## config.mk

```make
export PLATFORM = sky130hd
export DESIGN_NAME = batch_sched
export DESIGN_NICKNAME = d
export VERILOG_FILES = /design/src/rtl/fp_accel_pkg.sv /design/src/rtl/beat_cntr.sv /design/src/rtl/batch_sched.sv
export SDC_FILE = /design/constraint.sdc
export NUM_CORES = 1
export LEC_CHECK = 0
export BUFFER_PORTS_ARGS = -buffer_cell sky130_fd_sc_hd__buf_2
export CAP_MARGIN = 20
export CORE_AREA = 2 2 158 160
export DETAILED_ROUTE_END_ITERATION = 6
export DIE_AREA = 0 0 160 162
export HOLD_SLACK_MARGIN = 0.15
export PLACE_DENSITY_LB_ADDON = 0.05
export SYNTH_ARGS = -nofsm -noshare
export SYNTH_HDL_FRONTEND = slang
export SYNTH_SLANG_ARGS = --single-unit
```

## constraint.sdc

```tcl
create_clock -name clk -period 2.9 [get_ports clk]
set_input_delay 0.435 -clock clk [delete_from_list [all_inputs] [get_ports clk]]
set_output_delay 0.435 -clock clk [all_outputs]
set_load 0.02 [all_outputs]
```

## src/rtl/fp_accel_pkg.sv

```systemverilog
// Shared definitions for the fingerprint accelerator: scheduler state encodings
// and the ceiling-division helper used to size word counts.
package fp_accel_pkg;

  typedef enum logic [1:0] {
    ST_IDLE     = 2'd0,
    ST_LOAD_REF = 2'd1,
    ST_CMP      = 2'd2,
    ST_DONE     = 2'd3
  } sched_state_t;

  // Also sizes the vector concatenator's SUB_VEC_NO, so both sides agree on word counts.
  function automatic int ceil_div(input int num, input int den);
    return (num + den - 1) / den;
  endfunction

endpackage

```

## src/rtl/beat_cntr.sv

```systemverilog
// Up-counter with enable, synchronous clear and a terminal-count flag.
// Clear has priority over enable so the wrap back to 0 happens on the terminal beat.
module beat_cntr #(
  parameter int WIDTH    = 5,
  parameter int TERMINAL = 28
) (
  input  logic clk,
  input  logic rstn,
  input  logic en,
  input  logic clr,
  output logic tc
);

  logic [WIDTH-1:0] count;

  assign tc = (count == WIDTH'(TERMINAL));

  always_ff @(posedge clk or negedge rstn) begin
    if (!rstn) begin
      count <= '0;
    end else if (clr) begin
      count <= '0;
    end else if (en) begin
      count <= count + WIDTH'(1);
    end
  end

endmodule

```

## src/rtl/batch_sched.sv

```systemverilog
// Batch scheduler: forwards REF_WORDS reference words, then compare words up to the
// last-flagged one, to the vector concatenator. Pops and data are combinational on i_Read.
//   state       | meaning
//   ST_IDLE     | waiting for i_Start, all outputs quiet
//   ST_LOAD_REF | forwarding reference FIFO words
//   ST_CMP      | forwarding compare FIFO words until i_CmpLast is accepted
//   ST_DONE     | one-cycle o_Done pulse, batch counter increments
module batch_sched
  import fp_accel_pkg::*;
#(
  parameter int BUS_WIDTH       = 128,
  parameter int VECTOR_WIDTH    = 920,
  parameter int REF_VEC_NO      = 4,
  parameter int BATCH_CNT_WIDTH = 8
) (
  input  logic                       clk,
  input  logic                       rstn,
  input  logic                       i_Start,
  output logic                       o_Busy,
  output logic                       o_Done,
  input  logic [BUS_WIDTH-1:0]       i_RefData,
  input  logic                       i_RefValid,
  output logic                       o_RefRead,
  input  logic [BUS_WIDTH-1:0]       i_CmpData,
  input  logic                       i_CmpValid,
  input  logic                       i_CmpLast,
  output logic                       o_CmpRead,
  output logic [BUS_WIDTH-1:0]       o_Vector,
  output logic                       o_Valid,
  output logic                       o_Last,
  output logic                       o_Phase,
  input  logic                       i_Read,
  output logic [BATCH_CNT_WIDTH-1:0] o_BatchCnt
);

  localparam int REF_WORDS = ceil_div(REF_VEC_NO * VECTOR_WIDTH, BUS_WIDTH);
  localparam int CNT_W     = (REF_WORDS > 1) ? $clog2(REF_WORDS) : 1;

  sched_state_t state, next_state;
  logic         ref_accept;
  logic         cmp_accept;
  logic         word_tc;

  assign ref_accept = (state == ST_LOAD_REF) && i_RefValid && i_Read;
  assign cmp_accept = (state == ST_CMP) && i_CmpValid && i_Read;

  beat_cntr #(
    .WIDTH    (CNT_W),
    .TERMINAL (REF_WORDS - 1)
  ) u_word_cntr (
    .clk  (clk),
    .rstn (rstn),
    .en   (ref_accept),
    .clr  (ref_accept && word_tc),
    .tc   (word_tc)
  );

  always_ff @(posedge clk or negedge rstn) begin
    if (!rstn) begin
      state <= ST_IDLE;
    end else begin
      state <= next_state;
    end
  end

  always_ff @(posedge clk or negedge rstn) begin
    if (!rstn) begin
      o_BatchCnt <= '0;
    end else if (state == ST_DONE) begin
      o_BatchCnt <= o_BatchCnt + BATCH_CNT_WIDTH'(1);
    end
  end

  always_comb begin
    next_state = state;
    o_Busy     = 1'b0;
    o_Done     = 1'b0;
    o_RefRead  = 1'b0;
    o_CmpRead  = 1'b0;
    o_Vector   = '0;
    o_Valid    = 1'b0;
    o_Last     = 1'b0;
    o_Phase    = 1'b0;
    case (state)
      ST_IDLE: begin
        if (i_Start) next_state = ST_LOAD_REF;
      end
      ST_LOAD_REF: begin
        o_Busy    = 1'b1;
        o_Vector  = i_RefData;
        o_Valid   = i_RefValid;
        o_RefRead = i_RefValid && i_Read;
        if (ref_accept && word_tc) next_state = ST_CMP;
      end
      ST_CMP: begin
        o_Busy    = 1'b1;
        o_Phase   = 1'b1;
        o_Vector  = i_CmpData;
        o_Valid   = i_CmpValid;
        o_CmpRead = i_CmpValid && i_Read;
        o_Last    = i_CmpValid && i_CmpLast;
        if (cmp_accept && i_CmpLast) next_state = ST_DONE;
      end
      ST_DONE: begin
        o_Busy     = 1'b1;
        o_Done     = 1'b1;
        next_state = ST_IDLE;
      end
      default: next_state = ST_IDLE;
    endcase
  end

endmodule

```

==> results of run 1 <==
logic make-up (layout without fill, tap and decap cells):
kind of cell | Yosys count | after routing | synth area share (%)
and+or+nand+nor | 151 | 151 | 33.67
xor gates and xnor gates | 7 | 7 | 2.257
DFF | 15 | 15 | 13.82
muxes | 2 | 2 | 0.8291
adders and majority gates | 7 | 7 | 3.224
buffers and inverters | 51 | 427 | 7.877
AOI/OAI and AO/OA | 141 | 141 | 38.32
final cells by class:
cell class	count	area share, %
timing repair buffer	415	41.61
multi-input combinational	308	41.33
tap	324	7.740
sequential	15	7.167
clock buffer	3	1.433
inverter	8	0.5733
clock inverter	1	0.1433
layer usage:
| metal | vias to the layer above | wire length (um) | track usage, % | share of wire (%) |
|---|---|---|---|---|
| met1 | 2046 | 6287 | 13.11 | 37 |
| met4 | 0 | 198 | 1.966 | 1.2 |
| met5 | - | 0 | 0 | 0 |
| met2 | 195 | 9535 | 23.55 | 55 |
| li1 | 2126 | - | - | - |
| met3 | 16 | 1164 | 2.758 | 6.8 |
state kept, by name (all words and copies together) (netlist names):
register	cells
o_BatchCnt	8
u_word_cntr.count	5
state	2
power breakdown:
group | internal (mW) | total (mW) | leakage (nW) | switching [mW]
logic | 2.21 | 5.55 | 2.46 | 3.34
registers | 0.298 | 0.397 | 0.189 | 0.0997
clock network | 0.186 | 0.282 | 0.0371 | 0.0959
total | 2.69 | 6.23 | 2.68 | 3.53
through the flow:
step                power (mW)  cell area, sq um  util (%)
global placement         6.043              5145     21.34
global route             6.730              5238     21.73
detailed placement       6.035              5145     21.34
CTS                      6.332              5238     21.73
finish                   6.227              5238     21.73
floorplan                4.042              2716         -
placed cells by master, fill, tap and decap left out, drive strengths merged:
cell         synthesis  final
a21o                 1      1
a21oi                1      1
a22oi              130    130
and3                 2      2
buf                 19    414
clkbuf              24      3
clkinvlp             0      1
dfrtp               15     15
dlygate4sd3          0      1
ha                   7      7
inv                  8      8
mux2                 2      2
nand2                6      6
nand3                6      6
nand4                5      5
nor2                 3      3
nor2b              129    129
o211ai               2      2
o21ai                6      6
o31ai                1      1
xnor2                5      5
xor2                 2      2
final timing paths:
check                         startpoint                    to  cells past startpoint
setup / recovery                state[0]         o_Vector[118]                      5
hold / removal             o_BatchCnt[7]         o_BatchCnt[7]                      1
setup reg to reg                state[1]              state[1]                      6
hold reg to reg            o_BatchCnt[7]         o_BatchCnt[7]                      1
max in group asynchronous           rstn  u_word_cntr.count[0]                      2
min in group asynchronous           rstn         o_BatchCnt[5]                      2
worst register-to-register path: cells and delay by family, from the launching register on:
kind / cells / cell delay, ns
simple gates: 1 / 0.20
compound gates: 2 / 0.46
flops: 1 / 0.43
mux: 1 / 0.34
buf+inv: 1 / 0.16
fa+ha+maj: 1 / 0.19
==> results_dict.tcl, run 1 <==
set metrics [dict create \
    clockRootBuffer "clkbuf_16" \
    synth_ff_type "dfrtp_1" \
    cpPeakStageDelay_ns 0.61 \
    final-max-slew-violation-count 0 \
    clock_latency_ns 0.25 \
    grt_pass1_vias 4254 \
    antenna_found_initial 0 \
    port_buffers 405 \
    postCtsSetupRepairBufs 0 \
    synth_common_cells "a22oi_1, nor2b_1, clkbuf_1, buf_2, dfrtp_1" \
    fillers 2842 \
    fin_nets 1021 \
    netlist_top_cells_area "a22oi_1, nor2b_1, dfrtp_1" \
    fin_skew_ns 0.002791 \
    cts_sinks 15 \
    final_cells 1074 \
    layout-drive-gt1-share_pct 56.27 \
    clk_path_buf_depth 2 \
    ant_nets 0 \
    first_iter_violations 164 \
    drc 0 \
    cts_tree "yes" \
    multi_input_area_sq_um 2165 \
    finalHoldViolCount 0 \
    crit_path_top_delay_cell "ha_4" \
    grt_pass1_wl_um 24530 \
    path_buf_inv 3 \
    syn_nets 644 \
    power_density_nw_per_um2 1189 \
    ys_types 23 \
    core-area_sq_um 24110 \
    die_area_sq_um 25920 \
    clk_transition_reported_paths_ns 0.05 \
    die_x_um 160 \
    routed_wl_um 17190 \
    via_per_inst 4.081 \
    yosysMostFrequentCell "a22oi_1" \
    min_period_over_period_pct 87.65 \
    endpoint_kind "primary output" \
    worstSetupPathType "flop to primary output" \
    worst_slack_ns 0.3581 \
    cts_buffers 3 \
    ir_drop_uv 507.1 \
    hold_buffers 1 \
    ff_latch_area_sq_um 375.4 \
    slew_headroom_pct 66.16 \
    crit_path_start_kind "flop" \
    worst_pin_slew_ns 0.5075 \
    whs_ns 0.4742 \
    routabilityCongestion 0.8350 \
    critical_path.top_delay_family "buffers and inverters" \
    pre_cts_slack_ns 0.6056 \
    grt_max_degree 71 \
    p_leak_nw 2.682 \
    cp_cell_sequence "inv_1 > ha_4 > buf_4 > nor2b_1 > buf_2" \
    reg2reg_setup_slack_ns 1.00 \
    place_inst 1069 \
    cp.arrival_ns 2.11 \
    async_flop_share_pct 100.0 \
    area_growth_pct 92.81 \
    period_needed_ns 2.542 \
    synth_seq_area_share_pct 13.82 \
    synth.avg_cell_area_sq_um 7.263 \
    setup_violations 0 \
    rsz0062_at_grt "no" \
    crit_required_ns 2.47 \
    fp-row-count 57 \
    wire_per_inst_um 16.00 \
    grt_remaining_overflow 0 \
    yosysWarnings 0 \
    htreeDepth 1 \
    die_h_um 162 \
    start_util_pct 11.27 \
    min_path_type "flop to flop" \
    finalSetupTns_ns 0 \
    dp_hpwl_um 14130 \
    cts-resized-gates 0 \
    antennaDiodeCount 0 \
    dr_total_vias 4383 \
    maxCapViolCount 0 \
    track_usage_pct 11.94 \
    synth_cells 374 \
    yosys.area.top_type "a22oi_1" \
    firstDrtPassIters 4 \
    synth_top_area_share_pct 35.93 \
    status "complete, no violations" \
    max_freq_mhz 393.4 \
    syn_area_sq_um 2716 \
    cp_max_fo 51 \
    synth-edff-count 0 \
    ioPinCount 406 \
    yosys_register_bits 15 \
]
Note: power is estimated with default switching activity, not from simulation.
==> run 2: changes to the inputs <==
--- a/config.mk
+++ b/config.mk
@@ -7,11 +7,12 @@
 export LEC_CHECK = 0
 export BUFFER_PORTS_ARGS = -buffer_cell sky130_fd_sc_hd__buf_2
 export CAP_MARGIN = 20
-export CORE_AREA = 2 2 158 160
+export CORE_AREA = 2 2 156 158
 export DETAILED_ROUTE_END_ITERATION = 6
-export DIE_AREA = 0 0 160 162
+export DIE_AREA = 0 0 158 160
 export HOLD_SLACK_MARGIN = 0.15
 export PLACE_DENSITY_LB_ADDON = 0.05
 export SYNTH_ARGS = -nofsm -noshare
 export SYNTH_HDL_FRONTEND = slang
+export SYNTH_HIERARCHICAL = 1
 export SYNTH_SLANG_ARGS = --single-unit
==> run 2 against run 1 <==
Routed wire length increased by 5.1%; non-clock buffer count decreased by 3; register-to-register slack got worse by 0.13 ns; clock skew increased by 0.0023 ns; sequential power decreased by 2%; total power decreased by 2.2%; critical endpoint is now o_Vector[78]; largest power group unchanged.
==> results_dict.tcl, run 2 <==
set metrics [dict create \
    yosysWarnings 6 \
    max_freq_mhz 396.6 \
    min_period_over_period_pct 86.96 \
    slew_headroom_pct 70.17 \
    async_flop_share_pct 100.0 \
    power_mw 6.087 \
    dp_hpwl_um 14760 \
    cts-resized-gates 0 \
    ir_drop_uv 528.4 \
    largest_reg_flops 8 \
    worstReg2RegStart "state[1]" \
    setup_violations 0 \
    power_density_nw_per_um2 1153 \
    die_h_um 160 \
    port_buffers 405 \
    biggestRegsByFlops "o_BatchCnt x8, u_word_cntr/count x5, state x2" \
    die_area_sq_um 25280 \
    track_usage_pct 13.09 \
    worst_slack_ns 0.3783 \
    netlist_top_cells_area "a22oi_1, nor2b_1, dfrtp_1" \
    period_needed_ns 2.522 \
    fp-row-count 57 \
    rsz0062_at_grt "no" \
    cts_tree "yes" \
    die_x_um 158 \
    multi_input_area_sq_um 2246 \
    yosys_register_bits 15 \
    start_util_pct 11.77 \
    synth_compound_area_share_pct 35.88 \
    finalSetupTns_ns 0 \
    dr_total_vias 4372 \
    layout-drive-gt1-share_pct 57.37 \
    syn_area_sq_um 2804 \
    yosys.area.top_type "a22oi_1" \
    maxCapViolCount 0 \
    min_path_cells 1 \
    synth_top_family_by_area "compound AO/OA/AOI/OAI gates" \
    layout_commonest_cell "buf_2" \
    final_cells 1075 \
    clockRootBuffer "clkbuf_16" \
    fillers 2751 \
    min_path_type "flop to flop" \
    grt_pass1_vias 4321 \
    ant_nets 0 \
    ys_types 28 \
    core-area_sq_um 23820 \
    crit_required_ns 2.47 \
    pre_cts_slack_ns 0.6318 \
    reg2reg_depth 6 \
    worstReg2RegEnd "u_word_cntr/count[3]" \
    cts_sinks 15 \
    clk_path_buf_depth 2 \
    endpoint_kind "primary output" \
    top_register "o_BatchCnt" \
    synth_top_area_share_pct 34.54 \
    cp.arrival_ns 2.09 \
    grt_pass1_wl_um 25410 \
    fin_skew_ns 0.005141 \
    min_from "o_BatchCnt[7]" \
    ff_latch_area_sq_um 375.4 \
    clk_transition_reported_paths_ns 0.05 \
    status "complete, no violations" \
    place_inst 1065 \
    drc 0 \
    syn_nets 645 \
    synth_ff_type "dfrtp_1" \
    worst_pin_slew_ns 0.4475 \
    routed_wl_um 18060 \
    antenna_found_initial 6 \
    wire_per_inst_um 16.80 \
    yosysMostFrequentCell "nor2b_1" \
    p_leak_nw 2.741 \
    worstSetupPathType "flop to primary output" \
    synth-edff-count 0 \
    ioPinCount 406 \
    yosys.area_share.simple_pct 34.90 \
    grt_max_degree 78 \
    final-max-slew-violation-count 0 \
    synth_common_cells "nor2b_1, a22oi_1, clkbuf_1, buf_2, dfrtp_1" \
    synth_mux_area_share_pct 2.365 \
    synth_xor_area_share_pct 2.499 \
    routabilityCongestion 0.8182 \
    reg2reg_setup_slack_ns 0.87 \
    synthAdderAreaFrac_pct 3.124 \
    cts_buffers 3 \
    fin_nets 1017 \
    synth.avg_cell_area_sq_um 7.477 \
    postCtsSetupRepairBufs 0 \
    htreeDepth 1 \
    clock_latency_ns 0.25 \
    first_iter_violations 249 \
    via_per_inst 4.067 \
    finalHoldViolCount 0 \
    crit_path_start_kind "flop" \
    grt_remaining_overflow 0 \
    hold_buffers 1 \
    layout_common_cells "buf_2, nor2b_1, a22oi_1" \
    holdPathEnd "o_BatchCnt[7]" \
    cp_max_fo 55 \
    synth_cells 375 \
    synth_seq_area_share_pct 13.39 \
    area_growth_pct 88.35 \
    firstDrtPassIters 4 \
]
run 2: report_power, final:
part           switching, mW  internal [mW]
sequential             0.101          0.290
combinational           3.28           2.14
clock                 0.0851          0.186
total                   3.47           2.62
run 2: per-stage QoR:
stage               utilization [%]  hold WS [ns]  cell area, sq um
finish                        22.17        0.4548              5281
global route                  22.16        0.4776              5279
CTS                           22.12        0.4630              5269
detailed placement            21.75        0.3829              5180
global placement              21.75        0.3903              5180
floorplan                         -        0.1394              2804
run 2: cell families after synthesis:
family          after synthesis
xor+xnor                      8
fa+ha+maj                     7
mux                           5
buf+inv                      50
compound gates              134
flops                        15
simple gates                156
run 2: layout make-up:
| type | count | share of cell area, % |
|---|---|---|
| antenna | 5 | 0.2369 |
| clock buffer | 4 | 1.493 |
| inverter | 5 | 0.3554 |
| multi-input combinational | 310 | 42.53 |
| sequential | 15 | 7.107 |
| tap | 324 | 7.676 |
| timing repair buffer | 412 | 40.61 |
run 2: worst max-delay path, cell delays in order, from the launching register on:
cell,delay (ns)
dfrtp_1,0.42
inv_1,0.19
ha_4,0.42
buf_12,0.31
a22oi_1,0.11
nor2b_1,0.15
buf_2,0.18
run 2: metal layers:
| metal | global-route usage, % | up-vias | share of wire (%) |
|---|---|---|---|
| met5 | 0 | - | 0.072 |
| met4 | 3.481 | 2 | 1.6 |
| met3 | 3.365 | 18 | 7.5 |
| met2 | 25.81 | 195 | 56 |
| met1 | 13.35 | 2032 | 35 |
| li1 | - | 2125 | - |
run 2: how the worst max path moves through the flow:
stage                     startpoint            end  slack (ns)
after floorplan             state[0]   o_Vector[10]        0.78
after global placement      state[1]  o_Vector[113]        0.65
after detailed placement    state[0]   o_Vector[41]        0.63
after CTS                   state[0]   o_Vector[41]        0.36
after global routing        state[0]  o_Vector[107]        0.25
final                       state[0]   o_Vector[78]        0.38
